File: config.mk
export PLATFORM = sky130hd
export DESIGN_NAME = serial_sub_slt_flat
export DESIGN_NICKNAME = d
export VERILOG_FILES = /design/src/rtl/alu_pkg.sv /design/src/rtl/serial_sub_slt_if.sv /design/src/rtl/serial_slice_adder.sv /design/src/rtl/serial_sub_slt.sv /design/src/flat_wrapper.sv
export SDC_FILE = /design/constraint.sdc
export NUM_CORES = 1
export LEC_CHECK = 0
export ABC_AREA = 1
export CAP_MARGIN = 20
export CORE_MARGIN = 2
export CORE_UTILIZATION = 60
export DETAILED_ROUTE_END_ITERATION = 6
export DONT_BUFFER_PORTS = 1
export PLACE_DENSITY_LB_ADDON = 0.08
export SLEW_MARGIN = 10
export SYNTH_ARGS = -nofsm -noshare
export SYNTH_HDL_FRONTEND = slang
export SYNTH_HIERARCHICAL = 1
export SYNTH_SLANG_ARGS = --single-unit
File: constraint.sdc
create_clock -name clk -period 6.7 [get_ports clk]
set_clock_uncertainty 0.15 [all_clocks]
set_input_delay 1.34 -clock clk [delete_from_list [all_inputs] [get_ports clk]]
set_output_delay 1.34 -clock clk [all_outputs]
set_load 0.05 [all_outputs]
File: src/rtl/alu_pkg.sv
// Shared ALU definitions: FSM state encoding and default datapath width.
// Pure declarations, no logic.
package alu_pkg;

   typedef enum logic [1:0] {
      IDLE = 2'd0,
      RUN  = 2'd1,
      DONE = 2'd2
   } state_t;

   localparam int DEFAULT_WIDTH = 32;

endpackage

File: src/rtl/serial_sub_slt_if.sv
// Operand/result bundle between the operand latches and the serial subtractor.
// master drives start and operands; slave returns status and registered results.
interface serial_sub_slt_if
   import alu_pkg::*;
#(
   parameter int WIDTH = DEFAULT_WIDTH
);
   logic             start;
   logic [WIDTH-1:0] operand_a;
   logic [WIDTH-1:0] operand_b;
   logic             busy;
   logic             done;
   logic [WIDTH-1:0] difference;
   logic             carryout;
   logic             overflow;
   logic             less;

   modport master (
      output start, operand_a, operand_b,
      input  busy, done, difference, carryout, overflow, less
   );

   modport slave (
      input  start, operand_a, operand_b,
      output busy, done, difference, carryout, overflow, less
   );
endinterface

File: src/rtl/serial_slice_adder.sv
// SLICE-bit xor-based ripple adder; combinational, zero latency.
// Also exposes the carry into its top bit so the caller can form signed overflow.
module serial_slice_adder #(
   parameter int SLICE = 1
) (
   input  logic [SLICE-1:0] a,
   input  logic [SLICE-1:0] b,
   input  logic             cin,
   output logic [SLICE-1:0] sum,
   output logic             cout,
   output logic             ctop
);
   logic [SLICE:0]   c;
   logic [SLICE-1:0] p;

   assign c[0] = cin;

   for (genvar i = 0; i < SLICE; i++) begin : g_bit
      assign p[i]   = a[i] ^ b[i];
      assign sum[i] = p[i] ^ c[i];
      assign c[i+1] = (a[i] & b[i]) | (p[i] & c[i]);
   end

   assign cout = c[SLICE];
   assign ctop = c[SLICE-1];
endmodule

File: src/rtl/serial_sub_slt.sv
// Bit-serial A - B (A + ~B + 1) with carryout, overflow and signed less-than; WIDTH/SLICE cycles.
// No backpressure: start is only honoured in IDLE/DONE and ignored while busy.
module serial_sub_slt
   import alu_pkg::*;
#(
   parameter int WIDTH = DEFAULT_WIDTH,
   parameter int SLICE = 1
) (
   input  logic           clk,
   input  logic           reset,
   serial_sub_slt_if.slave bus
);
   localparam int N  = WIDTH / SLICE;
   localparam int CW = (N > 1) ? $clog2(N) : 1;
   localparam logic [CW-1:0] LAST = CW'(N - 1);

   if ((WIDTH % SLICE) != 0) begin : g_bad_slice
      $error("serial_sub_slt: WIDTH must be a multiple of SLICE");
   end

   state_t           state, next_state;
   logic             accept;
   logic             last;
   logic [CW-1:0]    cnt;
   logic [WIDTH-1:0] a_sr, b_sr, d_sr;
   logic             carry;

   logic [WIDTH-1:0] diff_q;
   logic             carryout_q, overflow_q, less_q;

   logic [SLICE-1:0]       sum;
   logic                   cout, ctop;
   logic [WIDTH+SLICE-1:0] d_cat;
   logic [WIDTH-1:0]       d_next;

   serial_slice_adder #(.SLICE(SLICE)) u_add (
      .a    (a_sr[SLICE-1:0]),
      .b    (~b_sr[SLICE-1:0]),
      .cin  (carry),
      .sum  (sum),
      .cout (cout),
      .ctop (ctop)
   );

   // New slice enters at the MSB end so the word is LSB-aligned after N shifts.
   assign d_cat  = {sum, d_sr};
   assign d_next = d_cat[WIDTH+SLICE-1:SLICE];
   assign last   = (cnt == LAST);

   always_comb begin
      next_state = state;
      accept     = 1'b0;
      case (state)
         IDLE: begin
            if (bus.start) begin
               accept     = 1'b1;
               next_state = RUN;
            end
         end
         RUN: begin
            if (last) next_state = DONE;
         end
         DONE: begin
            accept     = bus.start;
            next_state = bus.start ? RUN : IDLE;
         end
         default: next_state = IDLE;
      endcase
   end

   always_ff @(posedge clk or posedge reset) begin
      if (reset) begin
         state      <= IDLE;
         cnt        <= '0;
         a_sr       <= '0;
         b_sr       <= '0;
         d_sr       <= '0;
         carry      <= 1'b0;
         diff_q     <= '0;
         carryout_q <= 1'b0;
         overflow_q <= 1'b0;
         less_q     <= 1'b0;
      end else begin
         state <= next_state;
         if (accept) begin
            a_sr  <= bus.operand_a;
            b_sr  <= bus.operand_b;
            d_sr  <= '0;
            carry <= 1'b1;
            cnt   <= '0;
         end else if (state == RUN) begin
            a_sr  <= a_sr >> SLICE;
            b_sr  <= b_sr >> SLICE;
            d_sr  <= d_next;
            carry <= cout;
            cnt   <= cnt + 1'b1;
            if (last) begin
               diff_q     <= d_next;
               carryout_q <= cout;
               overflow_q <= ctop ^ cout;
               less_q     <= (ctop ^ cout) ^ sum[SLICE-1];
            end
         end
      end
   end

   assign bus.busy       = (state == RUN);
   assign bus.done       = (state == DONE);
   assign bus.difference = diff_q;
   assign bus.carryout   = carryout_q;
   assign bus.overflow   = overflow_q;
   assign bus.less       = less_q;
endmodule

File: src/flat_wrapper.sv
// flat-port wrapper written by rule: the top's interface ports become plain ports
module serial_sub_slt_flat import alu_pkg::*;
#(
   parameter int WIDTH = DEFAULT_WIDTH,
   parameter int SLICE = 1
)
  (clk, reset, bus_start, bus_operand_a, bus_operand_b, bus_busy, bus_done, bus_difference, bus_carryout, bus_overflow, bus_less);
  serial_sub_slt_if #(.WIDTH(WIDTH)) bus_i ();
  input  logic clk;
  input  logic reset;
  input wire logic [$bits(bus_i.start)-1:0] bus_start;
  input wire logic [$bits(bus_i.operand_a)-1:0] bus_operand_a;
  input wire logic [$bits(bus_i.operand_b)-1:0] bus_operand_b;
  output wire logic [$bits(bus_i.busy)-1:0] bus_busy;
  output wire logic [$bits(bus_i.done)-1:0] bus_done;
  output wire logic [$bits(bus_i.difference)-1:0] bus_difference;
  output wire logic [$bits(bus_i.carryout)-1:0] bus_carryout;
  output wire logic [$bits(bus_i.overflow)-1:0] bus_overflow;
  output wire logic [$bits(bus_i.less)-1:0] bus_less;
  assign bus_i.start = bus_start;
  assign bus_i.operand_a = bus_operand_a;
  assign bus_i.operand_b = bus_operand_b;
  assign bus_busy = bus_i.busy;
  assign bus_done = bus_i.done;
  assign bus_difference = bus_i.difference;
  assign bus_carryout = bus_i.carryout;
  assign bus_overflow = bus_i.overflow;
  assign bus_less = bus_i.less;
  serial_sub_slt #(.WIDTH(WIDTH), .SLICE(SLICE)) u_core (.clk(clk), .reset(reset), .bus(bus_i));
endmodule
==> run metrics <==
status finished, final reports clean; multiplexer share of the synthesized area 0; Post-DRT Antenna Nets 0; Site Rows 35; Max Cap Violations 0; minimum clock period 3.20 ns; Yosys Warn Count 6; final worst slack 3.50 ns; total vias in the final route 3896; CTS Buffer Depth 2; syn_area_per_cell 9.09 um^2; cts repair resizes 0; TNS Setup 0 ns; Post-route DRC 0; Setup WS pre-CTS 3.63 ns; Die X 100 um; placed cell areas 5540 um^2; Worst-Skew Late Latency ~0.5 ns; Final Slew Violations 0; library cells used by synthesis 21; DIE HEIGHT about 100 um; number of antenna diodes 0; layout cell share with drive strength beyond 1 0.0703; largest net degree at the start of global routing 75; CP Class flip-flop to primary output; global route total overflow 0; IO Count 104; drt initial violations 183; Placeable Area a little over 9000 um^2; CTS Sinks 138; Fin. Hold Viols 0; Synth Instances 613; crit path max fanout 67; # nets final around 670; cts hold-fix bufs 0; simple-gate portion of the synthesized area 0.238; XOR/XNOR Fraction of Synth Area 0; postcts setup bufs 0; f_max roughly 310 MHz; Layout area overhead 9.63%; clock buffer count from CTS 17; GPL Wtd Cong 0.729; Worst-Margin Slew just over 1 ns; total track usage 0.218; Tcrit/Tclk final 0.478; Setup crit start kind flip-flop; Avg WL per Cell between 10 and 15 um; Initial Util 0.612; die area 10100 um^2; Setup Viol. Count Final 0; post-DP HPWL slightly above 6 mm; RSZ-0062 raised after global routing false; Root Buffer clkbuf_8; largest family of logic cells by synthesized area simple AND/OR/NAND/NOR gates; drt first pass iters 4; adder-cell share of the synthesized area 0.00808; cell area after layout roughly 6100 um^2; Cell Pwr Density 566 nW/um^2; P_leak ~3.0 nW; overall routed net length 10.1 mm; worst path required time 5.21 ns; port bufs 0; Slew HR 0.312; Avg Vias per Cell about 5.4; type of the most critical hold path flip-flop to flip-flop; sequential-to-total area share from yosys stat 0.620; Max IR drop VDD 0.248 mV; clk slew on worst S/H paths 0.06 ns; Synth Area in Compound Gates 0.0685; htree depth 4; critical path endpoint category primary output; Syn Nets 683; mapped cell area 5570 um^2; critical path arrival 1.71 ns; TritonCTS clock tree built; Yosys reg bits approximately 140; total power 3.46 mW; commonest non-fill, non-tap cells in the layout 247 x nand2_1, 138 x dfrtp_1, 67 x nand3_1; commonest non-fill, non-tap cell in the layout nand2_1; first-pass GRT wire length 17.2 mm; initial antenna violation count 0; vias in the first global route 3787
layout make-up:
cell class | instances | area, um^2
Clock inverter | 13 | 143
Timing Repair Buffer | 2 | 15.0
Inverter | 44 | 170
Fill cell | 763 | 3000
Tap cell | 111 | 139
Multi-Input combinational cell | 396 | 1760
Sequential cell | 138 | 3450
Clock buffer | 19 | 432
flip-flops by register name (all words and copies together) (netlist names):
register               cells
u_core/d_sr               31
u_core/bus.difference     32
u_core/bus.less            1
u_core/bus.overflow        1
u_core/b_sr               32
u_core/bus.carryout        1
u_core/cnt                 5
u_core/state               2
u_core/carry               1
u_core/a_sr               32
through the flow:
| step | hold slack, ns | instances | util |
|---|---|---|---|
| 6_report | 0.326 | 723 | 0.671 |
| 5_1_grt | 0.351 | 723 | 0.671 |
| 4_1_cts | 0.328 | 723 | 0.671 |
| 3_5_place_dp | 0.313 | 691 | 0.608 |
| 3_3_place_gp | 0.305 | 691 | 0.608 |
| 2_1_floorplan | 0.292 | 613 | - |
worst paths after layout:
kind / from / endpoint / slack, ns / depth (start not counted)
min: u_core/a_sr[31]$_DFFE_PP0P_ / u_core/a_sr[31]$_DFFE_PP0P_ / 0.33 / 2
max: u_core/state[0]$_DFFE_PP0P_ / bus_busy / 3.50 / 3
max reg2reg: u_core/state[1]$_DFFE_PP0P_ / u_core/a_sr[1]$_DFFE_PP0P_ / 3.95 / 6
max in group asynchronous: reset / u_core/a_sr[30]$_DFFE_PP0P_ / 4.48 / 2
min reg2reg: u_core/a_sr[31]$_DFFE_PP0P_ / u_core/a_sr[31]$_DFFE_PP0P_ / 0.33 / 2
min in group asynchronous: reset / u_core/bus.difference[3]$_DFFE_PP0P_ / 0.59 / 1
synth_stat cells:
cell type | n | share of area
inv_1 | 40 | 0.027
o21ai_0 | 35 | 0.031
nand2_4 | 1 | 0.0020
o22ai_1 | 31 | 0.035
ha_1 | 2 | 0.0045
nand3_1 | 67 | 0.060
nor2_1 | 6 | 0.0040
nor2_2 | 1 | 0.0011
nand2_1 | 247 | 0.17
o211ai_1 | 1 | 0.0013
inv_2 | 4 | 0.0027
nor2_4 | 1 | 0.0020
a21oi_1 | 1 | 0.00090
nand2_2 | 2 | 0.0022
dfrtp_1 | 138 | 0.62
buf_1 | 1 | 0.00067
buf_6 | 7 | 0.014
clkbuf_1 | 15 | 0.010
fa_1 | 1 | 0.0036
buf_2 | 11 | 0.0099
buf_4 | 1 | 0.0013
cell families (layout without fill, tap and decap cells):
group,count (synthesis),count (layout)
adders and majority gates,3,3
AOI/OAI and AO/OA,68,68
and+or+nand+nor,325,325
buffers and inverters,79,78
DFF,138,138
worst max-delay path, stage by stage, from the launching register on:
cell	delay [ns]
dfrtp_1	0.37
inv_1	0.10
nor2_4	0.09
buf_4	0.60
where the power goes:
| part | total [mW] | internal (mW) | leakage, nW | switching [mW] |
|---|---|---|---|---|
| clock network | 0.892 | 0.541 | 0.267 | 0.351 |
| logic | 0.907 | 0.321 | 1.01 | 0.586 |
| registers | 1.66 | 1.20 | 1.71 | 0.459 |
| total | 3.46 | 2.06 | 2.99 | 1.40 |
per-layer routing:
| layer | wire length (um) | vias to the layer above | GRT usage |
|---|---|---|---|
| met5 | 0 | - | 0 |
| met4 | 130 | 0 | 0.0854 |
| met3 | 625 | 12 | 0.0822 |
| met2 | 4760 | 101 | 0.348 |
| met1 | 4540 | 1857 | 0.272 |
| li1 | - | 1926 | - |
Power figures use the tool's default switching activity.
